### config.mk
export PLATFORM = sky130hd
export DESIGN_NAME = reg_file_neg
export DESIGN_NICKNAME = d
export VERILOG_FILES = /design/src/rtl/proc_pkg.sv /design/src/rtl/reg_word_neg.sv /design/src/rtl/reg_file_neg.sv
export SDC_FILE = /design/constraint.sdc
export NUM_CORES = 1
export LEC_CHECK = 0
export CAP_MARGIN = 10
export CORE_ASPECT_RATIO = 0.7
export CORE_UTILIZATION = 54
export CTS_CLUSTER_DIAMETER = 150
export CTS_CLUSTER_SIZE = 16
export DETAILED_ROUTE_END_ITERATION = 12
export GPL_TIMING_DRIVEN = 0
export MAX_ROUTING_LAYER = met4
export PLACE_DENSITY = 0.8
export SYNTH_ARGS = -nofsm -noshare
export SYNTH_HDL_FRONTEND = slang
export SYNTH_SLANG_ARGS = --single-unit
### constraint.sdc
create_clock -name Clkb -period 2.19 [get_ports Clkb]
set_clock_uncertainty 0.2 [all_clocks]
set_input_delay 0.438 -clock Clkb [delete_from_list [all_inputs] [get_ports Clkb]]
set_output_delay 0.438 -clock Clkb [all_outputs]
set_load 0.02 [all_outputs]
### src/rtl/proc_pkg.sv
// Shared processor datapath constants.
//   WORD_W     : datapath word width in bits
//   NUM_REGS   : number of general-purpose registers
//   REG_ADDR_W : register index width
//   R0..R3     : named register indices
package proc_pkg;

  localparam int WORD_W     = 10;
  localparam int NUM_REGS   = 4;
  localparam int REG_ADDR_W = $clog2(NUM_REGS);

  localparam logic [REG_ADDR_W-1:0] R0 = REG_ADDR_W'(0);
  localparam logic [REG_ADDR_W-1:0] R1 = REG_ADDR_W'(1);
  localparam logic [REG_ADDR_W-1:0] R2 = REG_ADDR_W'(2);
  localparam logic [REG_ADDR_W-1:0] R3 = REG_ADDR_W'(3);

endpackage

### src/rtl/reg_word_neg.sv
// One WIDTH-bit storage word clocked on the falling edge of clkb_i.
//   clkb_i : clock, state changes on the falling edge
//   rstb_i : asynchronous active-low reset, clears the word
//   en_i   : load d_i at the next falling edge
//   clr_i  : synchronous clear, wins over en_i
//   d_i    : load data
//   q_o    : stored word
module reg_word_neg #(
  parameter int WIDTH = 10
) (
  input  logic             clkb_i,
  input  logic             rstb_i,
  input  logic             en_i,
  input  logic             clr_i,
  input  logic [WIDTH-1:0] d_i,
  output logic [WIDTH-1:0] q_o
);

  logic [WIDTH-1:0] word_q;
  logic [WIDTH-1:0] word_d;

  always_comb begin
    word_d = word_q;
    if (clr_i) begin
      word_d = '0;
    end else if (en_i) begin
      word_d = d_i;
    end
  end

  always_ff @(negedge clkb_i or negedge rstb_i) begin
    if (!rstb_i) begin
      word_q <= '0;
    end else begin
      word_q <= word_d;
    end
  end

  assign q_o = word_q;

endmodule

### src/rtl/reg_file_neg.sv
// Register file: DEPTH words of WIDTH bits, one write port, two
// independent combinational read ports, all storage on the falling edge.
//   Clkb    : clock, state changes on the falling edge
//   Rstb    : asynchronous active-low reset (words and WrAck)
//   WrEn    : write enable
//   WrAddr  : write address
//   WrData  : write data
//   ClrAll  : synchronous clear of every word, wins over a write
//   RdAddrA : read port A address
//   RdAddrB : read port B address
//   RdDataA : read port A data
//   RdDataB : read port B data
//   WrAck   : one-cycle pulse after each accepted write
// Options: ZERO_REG0 hardwires R0 to zero; BYPASS forwards WrData to a
// read port addressing the word being written in the same cycle.
module reg_file_neg
  import proc_pkg::*;
#(
  parameter int  WIDTH     = WORD_W,
  parameter int  DEPTH     = NUM_REGS,
  parameter int  ZERO_REG0 = 0,
  parameter int  BYPASS    = 1,
  localparam int ADDR_W    = $clog2(DEPTH)
) (
  input  logic              Clkb,
  input  logic              Rstb,
  input  logic              WrEn,
  input  logic [ADDR_W-1:0] WrAddr,
  input  logic [WIDTH-1:0]  WrData,
  input  logic              ClrAll,
  input  logic [ADDR_W-1:0] RdAddrA,
  input  logic [ADDR_W-1:0] RdAddrB,
  output logic [WIDTH-1:0]  RdDataA,
  output logic [WIDTH-1:0]  RdDataB,
  output logic              WrAck
);

  logic [WIDTH-1:0] words [DEPTH];
  logic             wr_r0_blocked;
  logic             wr_accept;
  logic             wr_ack_q;
  logic             wr_ack_d;

  // A write only counts when it actually lands in storage: a clear in
  // the same cycle drops it, and a hardwired R0 swallows it.
  assign wr_r0_blocked = (ZERO_REG0 != 0) && (WrAddr == '0);
  assign wr_accept     = WrEn && !ClrAll && !wr_r0_blocked;

  for (genvar i = 0; i < DEPTH; i++) begin : g_word
    if ((ZERO_REG0 != 0) && (i == 0)) begin : g_zero
      assign words[i] = '0;
    end else begin : g_reg
      reg_word_neg #(
        .WIDTH (WIDTH)
      ) u_word (
        .clkb_i (Clkb),
        .rstb_i (Rstb),
        .en_i   (WrEn && (WrAddr == ADDR_W'(i))),
        .clr_i  (ClrAll),
        .d_i    (WrData),
        .q_o    (words[i])
      );
    end
  end

  // Read muxes. Bypass is keyed on wr_accept so a dropped write never
  // shows up on a read port; the R0 override comes last so the hardwired
  // zero also covers the bypass path.
  always_comb begin
    RdDataA = words[RdAddrA];
    RdDataB = words[RdAddrB];
    if ((BYPASS != 0) && wr_accept && (WrAddr == RdAddrA)) begin
      RdDataA = WrData;
    end
    if ((BYPASS != 0) && wr_accept && (WrAddr == RdAddrB)) begin
      RdDataB = WrData;
    end
    if ((ZERO_REG0 != 0) && (RdAddrA == '0)) begin
      RdDataA = '0;
    end
    if ((ZERO_REG0 != 0) && (RdAddrB == '0)) begin
      RdDataB = '0;
    end
  end

  assign wr_ack_d = wr_accept;

  always_ff @(negedge Clkb or negedge Rstb) begin
    if (!Rstb) begin
      wr_ack_q <= 1'b0;
    end else begin
      wr_ack_q <= wr_ack_d;
    end
  end

  assign WrAck = wr_ack_q;

endmodule

==> results.txt <==
Setup violations remaining at the end of the flow were counted as 61. The first global-routing pass estimated 10,200 um of wire. For this block, the routed nets add up to 7030 um of wire. Hold violation total from the final report: 0. Ranked by total cell area, the synthesized netlist is headed by sky130_fd_sc_hd__dfrtn_1 40%, sky130_fd_sc_hd__mux4_2 16%, sky130_fd_sc_hd__mux2i_1 12%.

The category of the worst setup path launch point is a flip-flop. After clock tree synthesis, the clock-pin slew on the worst setup and hold paths is 0.06 ns. The total congestion overflow is 0.

Power spread over the standard cell area amounts to 500 nW/um^2. The worst register-to-register path begins at g_word[3].g_reg.u_word.q_o[1]$_DFFE_NN0P_. The flop-to-flop setup slack is 1.09 ns, and the number of H-tree branching levels is 2. For this run, design rule violations remaining after detail routing come to 7.

For this configuration, the core starts out at a cell density of 57.3%. Clock tree synthesis inserted a total of 5 buffers. The total global-route track usage was 29.2%. The run gives 4430 um^2 as the area of the core. The path class of the tightest hold or removal check is reg -> reg. In the final routed layout, each cell accounts on average for 22.4 um. The area share of the largest cell type after synthesis was 40.4%; the delay of the slowest cell on the worst path was 0.49 ns. The simple-gate share of the synthesized area was 10.5%; the maximum buffer depth of the clock tree was 2.

Summing the areas of all compound-gate instances in the mapped netlist gives 1.97% of the synthesized area. The number of max-cap violations was 0; the worst-path maximum fanout was 3. The worst register-to-register path ends at g_word[3].g_reg.u_word.q_o[1]$_DFFE_NN0P_. The area of the mapped netlist was 2540 um^2; the count of filler cells inserted in the layout was 291. Setup repair after global routing could not meet its margin everywhere.

The worst-case IR drop observed on VDD is 0.502 mV. The number of antenna violations at the first check in global routing is 0. The clock reaches the later pin of the worst-skew pair after 0.30 ns.

The number of enable-type register cells in the synthesized netlist is 0. The multiplexer fraction of the synthesized cell area was 41.6%. The placed instances occupy a cell area of 3050 um^2. The final core utilization came out at 77.9%.

Port buffering added 38 buffers. Using the TritonRoute via totals, the vias-per-cell ratio works out to 6.12. The part of the Yosys area used for sequential elements came out at 40.4%.

The worst reg2reg path depth works out to 4. Cell taking the most area after synthesis: sky130_fd_sc_hd__dfrtn_1. In the final design database the tool counted 280 nets.

For this run, the number of Yosys warnings is 0. The setup path with the least slack is of type reg -> out. For this run, the leading register cell type out of synthesis is sky130_fd_sc_hd__dfrtn_1.

The path with the worst hold slack has its endpoint at g_word[1].g_reg.u_word.q_o[2]$_DFFE_NN0P_. The via total after detailed routing was 1,922; the number of different library cells in the post-synthesis netlist was 22. The number of standard cells after synthesis is 197, and the routability congestion estimate from global placement is 0.773.

The number of hold buffers added after CTS was 0. The number of cells on the worst hold path works out to 2. The endpoint type of the worst setup path was an output pin. Walking the worst path, the cells encountered are mux4_2, mux2_4, buf_6. The required time of the critical path came out at 1.55 ns.

After legalization and detailed placement, the total HPWL measured 3730 um. The final-report max-slew violation count was 0; the die height was 59.4 um. The post-route netlist has 51.7% of its cells at a drive strength greater than 1. The flow ran to the end, but the final reports show violations. The diode insertion count for antenna repair is 0. Once layout is done, the placed cells without fillers occupy 3450 um^2. For the worst setup path, the data arrival time is 2.68 ns.

For the pin with the worst max-slew slack, the measured transition is 0.768 ns. On the critical path the largest part of the delay comes from multiplexers. The standard cell with the maximum stage delay on the critical path was sky130_fd_sc_hd__mux4_2.

The adder and majority cell fraction of the synthesized area is 0%, and the number of iterations in the first detailed-routing pass is 8. TritonCTS built the clock tree. The worst hold path begins at g_word[1].g_reg.u_word.q_o[2]$_DFFE_NN0P_. After synthesis, the largest family of logic cells by area is multiplexers.

When the netlist entered floorplanning its net count stood at 217. CTS placed an instance of sky130_fd_sc_hd__clkbuf_8 at the clock tree root. After synthesis, the share of flip-flops with an asynchronous set or reset is 100%. The buffer and inverter count on the worst path was 1; the die outline area was 4980 um^2. The flop and latch count out of synthesis came out at 41.

The die width works out to 83.9 um. The post-layout worst setup margin is -1.13 ns, and the largest net degree at the start of global routing is 41. The floorplan has 20 rows. The first routing iteration left 252 violations. The sum of negative setup slack is -30.27 ns.

The checks that failed: design-rule violations, negative setup slack. Averaged over all synthesized cells, the footprint is 12.9 um^2. The growth of design area from synthesis to finish was 35.9%; the relative max-transition margin was 48.8%. For the number of global-route vias before repair, the log shows 1,908.

Leakage power total: 1.66 nW. For the count of antenna-violating nets left after detailed routing, the log shows 0. 41 I/O pins were placed.

Summing the areas of all xor and xnor instances in the mapped netlist gives 2.27% of the synthesized area. The run gives 41 as the number of clock sinks.
[stage by stage]
stage	total power, mW	cells	hold WS (ns)	worst slack [ns]
2_1_floorplan	1.04	197	0.260	-0.622
3_3_place_gp	1.18	290	0.280	-1.56
3_5_place_dp	1.19	291	0.291	-1.20
4_1_cts	1.69	304	0.291	-1.09
5_1_grt	1.78	314	0.317	-1.15
6_report	1.73	314	0.289	-1.13
[worst max-delay path by stage]
stage                                               from                                   endpoint  cells after the start
4_1_cts        g_word[3].g_reg.u_word.q_o[3]$_DFFE_NN0P_                                 RdDataB[3]                      3
3_3_place_gp                                        Rstb  g_word[2].g_reg.u_word.q_o[8]$_DFFE_NN0P_                      1
6_report       g_word[2].g_reg.u_word.q_o[4]$_DFFE_NN0P_                                 RdDataA[4]                      3
2_1_floorplan  g_word[3].g_reg.u_word.q_o[0]$_DFFE_NN0P_                                 RdDataA[0]                      2
3_5_place_dp                                  RdAddrA[1]                                 RdDataA[0]                      5
5_1_grt        g_word[3].g_reg.u_word.q_o[4]$_DFFE_NN0P_                                 RdDataA[4]                      3
[layout by cell type, fill, tap and decap left out]
cell / instances
sky130_fd_sc_hd__buf_8: 2
sky130_fd_sc_hd__and2b_2: 1
sky130_fd_sc_hd__dlygate4sd2_1: 10
sky130_fd_sc_hd__and3_4: 2
sky130_fd_sc_hd__mux2_4: 20
sky130_fd_sc_hd__nand2_2: 16
sky130_fd_sc_hd__clkinv_2: 1
sky130_fd_sc_hd__nand3_4: 4
sky130_fd_sc_hd__xnor2_1: 1
sky130_fd_sc_hd__dfrtn_1: 41
sky130_fd_sc_hd__clkdlybuf4s50_1: 4
sky130_fd_sc_hd__nand2_1: 4
sky130_fd_sc_hd__buf_6: 33
sky130_fd_sc_hd__buf_2: 1
sky130_fd_sc_hd__a21oi_2: 8
sky130_fd_sc_hd__a21oi_1: 2
sky130_fd_sc_hd__mux4_2: 20
sky130_fd_sc_hd__xnor2_2: 3
sky130_fd_sc_hd__buf_4: 7
sky130_fd_sc_hd__nor3b_4: 1
sky130_fd_sc_hd__clkbuf_8: 8
sky130_fd_sc_hd__mux2i_2: 1
sky130_fd_sc_hd__nand3b_1: 2
sky130_fd_sc_hd__buf_12: 4
sky130_fd_sc_hd__nor2_1: 30
sky130_fd_sc_hd__clkbuf_1: 1
sky130_fd_sc_hd__buf_1: 1
sky130_fd_sc_hd__mux2i_1: 29
sky130_fd_sc_hd__clkbuf_2: 2
[state kept, by name, indices dropped and copies added (netlist names)]
signal                   flops
g_word.g_reg.u_word.q_o     40
WrAck                        1
[tightest hold or removal path, delay by kind of cell, from the launching register on]
family	cells	cell delay, ns
AND/OR/NAND/NOR	1	0.08
multiplexers	1	0.07
flip-flops	1	0.42
[cell families after synthesis]
kind of cell,after synthesis
simple gates,58
compound gates,10
xor+xnor,4
mux,70
buf+inv,14
flops,41
[routing by layer]
metal,global-route usage [%],share of wire (%),vias to the layer above
met1,38.5,39,972
li1,-,-,841
met5,-,0,-
met3,4.74,9.7,10
met2,46.7,50,99
met4,10.8,1.3,0
[cells in the mapped netlist, types with 2 or more instances]
cell                       count
sky130_fd_sc_hd__mux4_2       18
sky130_fd_sc_hd__nand3_4       2
sky130_fd_sc_hd__xnor2_2       3
sky130_fd_sc_hd__nand3b_1      2
sky130_fd_sc_hd__buf_6         3
sky130_fd_sc_hd__mux2_4       19
sky130_fd_sc_hd__nand2_1      20
sky130_fd_sc_hd__dfrtn_1      41
sky130_fd_sc_hd__clkbuf_1      5
sky130_fd_sc_hd__mux4_1        2
sky130_fd_sc_hd__mux2i_1      30
sky130_fd_sc_hd__a21oi_1      10
sky130_fd_sc_hd__nor2_1       30
sky130_fd_sc_hd__buf_2         4
[final cells by class]
type                            instances  area, um^2  area share [%]
Clock buffer                            5        68.8            1.99
Tap cell                               55        68.8            1.99
Sequential cell                        41        1030            29.7
Clock inverter                          1        5.00           0.145
Timing Repair Buffer                   55         576            16.7
Multi-Input combinational cell        144        1560            45.1
Buffer                                 13         150            4.35
[where the power goes]
part	internal [mW]	total [mW]	switching [mW]
Sequential	0.787	0.808	0.0205
Clock	0.210	0.477	0.267
Combinational	0.227	0.441	0.214
[timing repair]
action                     in CTS  in global routing
resized for setup             165                 37
buffers inserted                6                  7
setup endpoints to repair      62                 62
pin swaps                       4                 24
cloned                          2                  3
(Power assumes the default switching activity.)
